==> config.mk <==
export PLATFORM = sky130hd
export DESIGN_NAME = frame_link_ctrl
export DESIGN_NICKNAME = d
export VERILOG_FILES = /design/src/rtl/frame_link_ctrl.sv
export SDC_FILE = /design/constraint.sdc
export NUM_CORES = 1
export LEC_CHECK = 0
export BUFFER_PORTS_ARGS = -buffer_cell sky130_fd_sc_hd__buf_2
export CAP_MARGIN = 20
export CORE_MARGIN = 2
export CORE_UTILIZATION = 45
export CTS_CLUSTER_SIZE = 30
export DETAILED_ROUTE_END_ITERATION = 16
export GPL_TIMING_DRIVEN = 0
export PLACE_DENSITY = 0.75
export SLEW_MARGIN = 20
export SYNTH_ARGS = -nofsm -noshare
export SYNTH_HDL_FRONTEND = slang
export SYNTH_SLANG_ARGS = --single-unit
export TNS_END_PERCENT = 50
==> constraint.sdc <==
create_clock -name clk -period 1.95 [get_ports clk]
set_input_delay 0.2925 -clock clk [delete_from_list [all_inputs] [get_ports clk]]
set_output_delay 0.2925 -clock clk [all_outputs]
set_load 0.005 [all_outputs]
==> src/rtl/frame_link_ctrl.sv <==
// UART frame link controller: receives a sync-framed pixel packet, writes the ifmap,
// launches inference and returns the predicted class (or an error byte) over UART.
module frame_link_ctrl #(
   parameter int DATA_WIDTH     = 16,
   parameter int FRAC_BITS      = 7,
   parameter int IMG_SIZE       = 28,
   parameter int IN_CHANNELS    = 1,
   parameter int NUM_CLASSES    = 10,
   parameter int TIMEOUT_CYCLES = 1_000_000
) (
   input  logic                                                 clk,
   input  logic                                                 reset,
   input  logic                                                 rx_dv,
   input  logic [7:0]                                           rx_byte,
   output logic                                                 tx_dv,
   output logic [7:0]                                           tx_byte,
   input  logic                                                 tx_busy,
   output logic                                                 pix_we,
   output logic [((IN_CHANNELS > 1) ? $clog2(IN_CHANNELS) : 1)-1:0] pix_ch,
   output logic [$clog2(IMG_SIZE)-1:0]                          pix_row,
   output logic [$clog2(IMG_SIZE)-1:0]                          pix_col,
   output logic signed [DATA_WIDTH-1:0]                         pix_data,
   output logic                                                 frame_loaded,
   input  logic                                                 result_valid,
   input  logic [((NUM_CLASSES > 1) ? $clog2(NUM_CLASSES) : 1)-1:0] result_idx,
   output logic                                                 err_checksum,
   output logic                                                 err_timeout,
   output logic                                                 err_overrun,
   output logic [15:0]                                          frame_count,
   output logic                                                 busy
);

   localparam int N    = IN_CHANNELS * IMG_SIZE * IMG_SIZE;
   localparam int CHW  = (IN_CHANNELS > 1) ? $clog2(IN_CHANNELS) : 1;
   localparam int PW   = $clog2(IMG_SIZE);
   localparam int CW   = $clog2(N + 1);
   localparam int TW   = (TIMEOUT_CYCLES > 1) ? $clog2(TIMEOUT_CYCLES) : 1;

   localparam logic [CW-1:0]  N_CNT    = CW'(N);
   localparam logic [PW-1:0]  LAST_POS = PW'(IMG_SIZE - 1);
   localparam logic [CHW-1:0] LAST_CH  = CHW'(IN_CHANNELS - 1);
   // Fire on the edge where the counter steps onto TIMEOUT_CYCLES-1, so the pulse
   // appears TIMEOUT_CYCLES-1 cycles after the last received byte.
   localparam logic [TW-1:0]  TMO_FIRE = TW'(TIMEOUT_CYCLES - 2);

   typedef enum logic [2:0] {
      S_IDLE, S_RECV, S_CHECK, S_WAIT_RESULT, S_TX_REQ, S_TX_WAIT
   } state_t;

   state_t state, state_nxt;

   logic [CHW-1:0] ch_cnt;
   logic [PW-1:0]  row_cnt, col_cnt;
   logic [CW-1:0]  pix_cnt;
   logic [7:0]     xor_acc;
   logic [7:0]     chk_byte;
   logic [TW-1:0]  tmo_cnt;
   logic [7:0]     q0, q1;
   logic [1:0]     q_cnt;
   logic           tx_first;

   logic start_frame, pix_wr, chk_take, frame_ok, frame_bad;
   logic tmo_fire, overrun, res_take, tx_issue;

   function automatic logic signed [DATA_WIDTH-1:0] to_fixed(input logic [7:0] b);
      logic signed [DATA_WIDTH-1:0] ext;
      ext      = $signed({{(DATA_WIDTH-8){1'b0}}, b});
      to_fixed = ext <<< FRAC_BITS;
   endfunction

   always_ff @(posedge clk) begin
      if (reset) state <= S_IDLE;
      else       state <= state_nxt;
   end

   always_comb begin
      state_nxt   = state;
      start_frame = 1'b0;
      pix_wr      = 1'b0;
      chk_take    = 1'b0;
      frame_ok    = 1'b0;
      frame_bad   = 1'b0;
      tmo_fire    = 1'b0;
      overrun     = 1'b0;
      res_take    = 1'b0;
      tx_issue    = 1'b0;
      case (state)
         S_IDLE: begin
            if (rx_dv && rx_byte == 8'hA5) begin
               start_frame = 1'b1;
               state_nxt   = S_RECV;
            end
         end
         S_RECV: begin
            // A byte arriving in the expiry cycle takes precedence over the timeout.
            if (rx_dv) begin
               if (pix_cnt == N_CNT) begin
                  chk_take  = 1'b1;
                  state_nxt = S_CHECK;
               end else begin
                  pix_wr = 1'b1;
               end
            end else if (tmo_cnt == TMO_FIRE) begin
               tmo_fire  = 1'b1;
               state_nxt = S_IDLE;
            end
         end
         S_CHECK: begin
            overrun = rx_dv;
            if (chk_byte == xor_acc) begin
               frame_ok  = 1'b1;
               state_nxt = S_WAIT_RESULT;
            end else begin
               frame_bad = 1'b1;
               state_nxt = S_TX_REQ;
            end
         end
         S_WAIT_RESULT: begin
            overrun = rx_dv;
            if (result_valid) begin
               res_take  = 1'b1;
               state_nxt = S_TX_REQ;
            end
         end
         S_TX_REQ: begin
            overrun = rx_dv;
            if (!tx_busy) begin
               tx_issue  = 1'b1;
               state_nxt = S_TX_WAIT;
            end
         end
         S_TX_WAIT: begin
            overrun = rx_dv;
            // uart_tx may not raise busy until the cycle after tx_dv.
            if (!tx_first && !tx_busy)
               state_nxt = (q_cnt != 2'd0) ? S_TX_REQ : S_IDLE;
         end
         default: state_nxt = S_IDLE;
      endcase
   end

   always_ff @(posedge clk) begin
      if (reset) begin
         pix_we       <= 1'b0;
         frame_loaded <= 1'b0;
         err_checksum <= 1'b0;
         err_timeout  <= 1'b0;
         err_overrun  <= 1'b0;
         tx_dv        <= 1'b0;
         tx_first     <= 1'b0;
         tx_byte      <= 8'h00;
         pix_ch       <= '0;
         pix_row      <= '0;
         pix_col      <= '0;
         ch_cnt       <= '0;
         row_cnt      <= '0;
         col_cnt      <= '0;
         pix_cnt      <= '0;
         xor_acc      <= 8'h00;
         tmo_cnt      <= '0;
         frame_count  <= 16'h0000;
         q_cnt        <= 2'd0;
      end else begin
         pix_we       <= pix_wr;
         frame_loaded <= frame_ok;
         err_checksum <= frame_bad;
         err_timeout  <= tmo_fire;
         err_overrun  <= overrun;
         tx_dv        <= tx_issue;
         tx_first     <= tx_issue;

         if (start_frame || rx_dv) tmo_cnt <= '0;
         else if (state == S_RECV) tmo_cnt <= tmo_cnt + 1'b1;

         if (start_frame) begin
            ch_cnt  <= '0;
            row_cnt <= '0;
            col_cnt <= '0;
            pix_cnt <= '0;
            xor_acc <= 8'h00;
         end else if (pix_wr) begin
            pix_ch  <= ch_cnt;
            pix_row <= row_cnt;
            pix_col <= col_cnt;
            pix_cnt <= pix_cnt + 1'b1;
            xor_acc <= xor_acc ^ rx_byte;
            if (col_cnt == LAST_POS) begin
               col_cnt <= '0;
               if (row_cnt == LAST_POS) begin
                  row_cnt <= '0;
                  ch_cnt  <= (ch_cnt == LAST_CH) ? '0 : ch_cnt + 1'b1;
               end else begin
                  row_cnt <= row_cnt + 1'b1;
               end
            end else begin
               col_cnt <= col_cnt + 1'b1;
            end
         end

         if (frame_ok) frame_count <= frame_count + 16'd1;

         if (frame_bad)      q_cnt <= 2'd1;
         else if (res_take)  q_cnt <= 2'd2;
         else if (tx_issue) begin
            q_cnt   <= q_cnt - 2'd1;
            tx_byte <= q0;
         end
      end
   end

   // Data-only registers: no reset needed, qualified by the control strobes above.
   always_ff @(posedge clk) begin
      if (pix_wr)   pix_data <= to_fixed(rx_byte);
      if (chk_take) chk_byte <= rx_byte;
      if (frame_bad) begin
         q0 <= 8'h45;
      end else if (res_take) begin
         q0 <= 8'h30 + 8'(result_idx);
         q1 <= 8'h0A;
      end else if (tx_issue) begin
         q0 <= q1;
      end
   end

   assign busy = (state != S_IDLE);

endmodule

# After elaboration in Yosys (flattened, before gate mapping)
# Index checks and enable logic that the tools add are counted.
dict set report word_totals {
  wordCells 110
  ff_bits 119
  in_bits 17
  output_inout_bits 58
}
dict set report op_classes {
  eq_ne 17
  muxes 35
  add_sub_neg 8
  reduce_logical 21
  bitwise 6
}
# cell count
set op_table {}
lappend op_table {{3-bit 2-to-1 mux} 9}
lappend op_table {{20-bit by 1-bit adder with 20-bit output (second input constant)} 1}
lappend op_table {{20-bit equality test (second input constant)} 1}
lappend op_table {{1-bit 2-to-1 mux} 19}
lappend op_table {{3-bit one-hot mux with 6 select lines} 1}
lappend op_table {{16-bit by 1-bit adder with 16-bit output (second input constant)} 1}
lappend op_table {{8-bit 2-to-1 mux} 2}
lappend op_table {{10-bit by 1-bit adder with 10-bit output (second input constant)} 1}
lappend op_table {{5-bit by 1-bit adder with 5-bit output (second input constant)} 2}
lappend op_table {{10-bit equality test (second input constant)} 1}
lappend op_table {{5-bit equality test (second input constant)} 2}
lappend op_table {{5-bit 2-to-1 mux} 2}
lappend op_table {{8-bit equality test} 1}
lappend op_table {{8-bit equality test (second input constant)} 1}
lappend op_table {{2-bit inequality test (second input constant)} 4}
lappend op_table {{2-bit OR reduction} 4}
lappend op_table {{8-bit bitwise XOR} 1}
lappend op_table {{6-bit by 4-bit adder with 7-bit output (first input constant)} 1}
lappend op_table {{3-bit by 2-bit equality test with 1-bit output (second input constant)} 2}
lappend op_table {{3-bit equality test (second input constant)} 2}
lappend op_table {{3-bit inequality test (second input constant)} 2}
lappend op_table {{3-bit AND reduction} 2}
lappend op_table {{6-bit AND reduction} 1}
lappend op_table {{3-bit nonzero test} 2}
lappend op_table {{13 further kinds} 22}

# Longest topological paths before layout
dict set report logic_depth {
  depth_word 6
  mapped_depth 9
  depth_no_buf 8
}

# Worst setup path after synthesis
# OpenSTA, ideal clock, no wires.
dict set report synth_path {
  path_kind {register -> register}
  start {register chk_byte[5]}
  end {register frame_count[15]}
  required_ns 1.880
  arrival_ns 1.926
  n_path_buf 1
  synth_period_minus_slack_ns 1.996
  setup_ns 0.070
  path_slack_ns -0.046
  stages_incl_launch_ff 7
  cell_sequence {edfxtp_1 xor2_1 nor4_2 nand4_2 buf_6 or4_1 a21oi_1}
}
dict set report synth_via {
  elab_chain_len 3
}
# item line_no
set synth_lines {}
lappend synth_lines {{start, declared} 56} ;# logic [7:0] chk_byte;
lappend synth_lines {{start signal, assigned} 214} ;# if (chk_take) chk_byte <= rx_byte;
lappend synth_lines {{8-bit equality test} 110} ;# if (chk_byte == xor_acc) begin
lappend synth_lines {{1-bit 2-to-1 mux} 110}
lappend synth_lines {{1-bit 2-to-1 mux} 87} ;# case (state)
lappend synth_lines {{end signal, assigned} 200} ;# if (frame_ok) frame_count <= frame_count + 16'd1;
lappend synth_lines {{end, declared} 29} ;# output logic [15:0] frame_count,
# Every way passes these cells.
# A chain may end at the register's enable or synchronous reset.

# Worst setup path after layout
dict set report layout_path {
  start {register chk_byte[5]}
  end {register frame_count[9]}
}
# The elaborated chain is that of the path after synthesis.

==> results.py <==
metrics = {
    "logic_synthesis": {
        "synthCells": 526,
        "synth_top_flop_cell": "dfxtp_1",
        "yosysWarnings": 0,
        "yosys.area.top_type_share": 0.395,
        "avgSynthCellArea_sq_um": 9.34,
        "synth_area_sq_mm": 0.00491,
        "synth_edf_count": 16,
        "synthArstFlopShare": 0,
        "ys_seq_area_frac": 0.493,
        "ys_ff_latch": 113,
        "ys_top_cells_by_area": "dfxtp_1 (40%), edfxtp_1 (9.8%), nor2_1 (5.6%), xor2_1 (5.5%), nand2_1 (3.5%)",
        "synth_top_area_cell": "dfxtp_1",
        "synth_cell_type_count": 51,
    },
    "run_status": {
        "outcome": "finished with violations",
        "violations": "setup timing",
    },
    "drt": {
        "first_iter_violations": 204,
        "wl_per_cell_um": 14.8,
        "detail-route-antenna-nets": 0,
        "firstDrtPassIters": 5,
        "routed_wl_um": 11700,
        "viasPerCell": 5.37,
        "num_vias": 4235,
        "drcViolationCount": 0,
    },
    "clocking": {
        "clock-sinks": 113,
        "clkLatencyLatePin_ps": 520,
        "cts_buffer_depth": 2,
        "cts_buffers": 17,
        "cts_tree": "built",
        "cts_root_buffer": "clkbuf_8",
        "htreeDepth": 4,
        "path_clk_slew_ps": 60,
    },
    "setup_path": {
        "start_kind": "flop",
        "worstPathCellList": "xor2_1 > nor4_4 > nand4_2 > buf_6 > or4_4 > a21oi_2",
        "crit_required_ps": 2400,
        "end_kind": "flop",
        "crit_fanout": 5,
        "worst-setup-path-type": "flop to flop",
        "critPathMaxStageDelay_ps": 510,
        "cp_top_family": "simple AND/OR/NAND/NOR gates",
        "reg2reg_from": "chk_byte[5]",
        "worstPathArrival_ps": 2480,
        "slowest_stage": "or4_4",
        "worst-path-buf-inv": 1,
        "crit_start": "chk_byte[5]",
    },
    "finish": {
        "final-seq-area_sq_mm": 0.00243,
        "syn_to_final_growth_pct": 32.0,
        "multi_input_area_sq_mm": 0.00256,
        "n_antenna_cell": 0,
        "drive_gt1_frac": 0.265,
        "nets": 662,
        "fillCellCount": 878,
        "fin_area_sq_mm": 0.00648,
    },
    "power": {
        "ir_drop_uv": 456,
        "p_comb_frac": 0.081,
        "cellPowerDensity_mw_per_mm2": 928,
        "p_leak_nw": 2.56,
        "finalPower_mw": 6.02,
        "p_seq_frac": 0.415,
        "switching_power_mw": 1.44,
        "netSwitchingFraction": 0.239,
        "pwr-share-clk": 0.504,
        "p_int_mw": 4.58,
    },
    "flow_run": {
        "maxCapViolCount": 0,
    },
    "min_path": {
        "hp-start": "rx_byte[7]",
        "hp-class": "input pin to flop",
    },
    "die": {
        "rows": 38,
        "die_y_um": 109,
        "pin_count": 75,
        "dieArea_sq_mm": 0.0118,
        "start_util": 0.457,
        "fp.coreArea_sq_mm": 0.0107,
        "die_w_um": 109,
    },
    "timing": {
        "final_max_slew_viol_count": 0,
        "rsz0062_at_grt": "true",
        "finalHoldViolations": 0,
        "tightestPinTransition_ps": 699,
        "fmax_mhz": 492,
        "fin_skew_ps": 6.14,
        "setup_viol": 10,
        "relSlewSlack": 0.532,
        "fin_crit_sh": 1.04,
        "holdWs_ps": 30.6,
        "layout_setup_ws_ps": -84.2,
        "period_needed_ps": 2030,
    },
    "placement": {
        "dp_hpwl_um": 7420,
        "io_buffers": 64,
        "gp_congestion": 0.862,
        "post_dp_cell_area_sq_mm": 0.00546,
    },
    "global_routing": {
        "grt_pass1_wl_um": 18500,
        "grt_pass1_vias": 4011,
        "antenna_found_initial": 0,
        "grtUsageTotal": 0.202,
        "overflow": 0,
        "grt_start_max_net_pins": 18,
    },
}
## power groups by stage
stage,clock network (mW),logic [mW],registers (mW)
after floorplan,0,0.279,2.53
after global placement,0,0.383,2.53
after detailed placement,0,0.394,2.53
after CTS,3.07,0.458,2.49
after global routing,3.19,0.538,2.50
final,3.04,0.489,2.50
## worst register-to-register path, cell delays in order (launching register included)
cell	delay [ps]
edfxtp_1	380
xor2_1	170
nor4_4	380
nand4_2	220
buf_6	180
or4_4	510
a21oi_2	130
## cell usage after synthesis (3+ instances only)
| library cell | n |
|---|---|
| nand2b_1 | 3 |
| xor2_1 | 31 |
| mux2i_1 | 17 |
| or3_1 | 7 |
| o21ai_0 | 10 |
| nand3_1 | 23 |
| nor3b_1 | 3 |
| nand4_1 | 16 |
| nand2_1 | 46 |
| inv_1 | 16 |
| edfxtp_1 | 16 |
| nor3_1 | 16 |
| nor2_1 | 73 |
| dfxtp_1 | 97 |
| or4_1 | 10 |
| a211o_1 | 3 |
| ha_1 | 9 |
| nor4_1 | 3 |
| o31ai_1 | 11 |
| xnor2_1 | 15 |
| and4_1 | 5 |
| buf_4 | 11 |
| a21oi_1 | 29 |
| clkbuf_1 | 15 |
| and3_1 | 4 |
| or2_2 | 4 |
## cell usage in the layout (no fill, tap or decap), types with 4 or more instances in the layout
master / instances
dfxtp_1: 94
nor2_1: 72
buf_2: 67
nand2_1: 46
xor2_1: 31
a21oi_1: 23
nand3_1: 22
buf_4: 19
mux2i_1: 17
inv_1: 16
nand4_1: 16
edfxtp_1: 16
clkbuf_16: 16
xnor2_1: 15
nor3_1: 15
conb_1: 10
ha_1: 9
dlygate4sd3_1: 9
clkbuf_1: 8
o21ai_0: 8
o31ai_2: 7
or3_1: 6
or4_1: 6
a21oi_2: 6
and4_1: 5
clkinvlp_4: 5
and3_1: 4
buf_6: 4
or4_4: 4
## registers in the layout, summed over array words and instances, names as in the netlist, 2 cells and up
register	flops
q0	6
col_cnt	5
tx_byte	6
state	3
chk_byte	8
row_cnt	5
xor_acc	8
pix_cnt	10
tmo_cnt	20
pix_data	8
pix_col	5
pix_row	5
frame_count	16
q_cnt	2
## metal layers
layer | global-route usage | routed length [um]
met5 | 0 | 0
met1 | 0.246 | 5070
met2 | 0.333 | 5690
met4 | 0.0815 | 242
met3 | 0.0627 | 683
## final timing paths
| check | end | slack, ps | cells after the start |
|---|---|---|---|
| worst max register to register | frame_count[9] | -80 | 6 |
| worst min-delay path | chk_byte[7] | 30 | 1 |
| worst min register to register | tx_byte[2] | 460 | 2 |
| worst max-delay path | frame_count[9] | -80 | 6 |
## what timing repair did
item / 4_1_cts / 5_1_grt
setup buffers: 6 / 2
pin swaps: 3 / 12
cloned: 0 / 1
endpoints found under the hold margin: 16 / 0
resized for setup: 22 / 53
endpoints found under the setup margin: 74 / 48
hold buffers: 9 / 0
## area by class of cell
type,instances,share of cell area
Buffer,30,0.0293
Clock buffer,17,0.0639
Clock inverter,15,0.0259
Inverter,17,0.0102
Multi-Input combinational cell,375,0.394
Sequential cell,113,0.374
Tap cell,140,0.0270
Timing Repair Buffer,82,0.0754
## metrics by stage
stage                     TNS, ps  std cells   util  setup slack (ps)
after floorplan                 0        535      -              42.0
after global placement      -6650        739  0.508              -241
after detailed placement    -8480        739  0.508              -268
after CTS                    -336        786  0.583             -47.5
after global routing        -1580        789  0.604              -168
final                        -534        789  0.604             -84.2
## kinds of logic after synthesis
kind of cell,Yosys count,synth area share
AND/OR/NAND/NOR,228,0.237
adder cells (fa/ha/maj),9,0.0229
flip-flops,113,0.493
other,1,0.000763
AO/OA/AOI/OAI,65,0.0833
XOR/XNOR,46,0.0820
buffers and inverters,47,0.0463
multiplexers,17,0.0346
No activity file was read; power rests on OpenSTA's default activity.
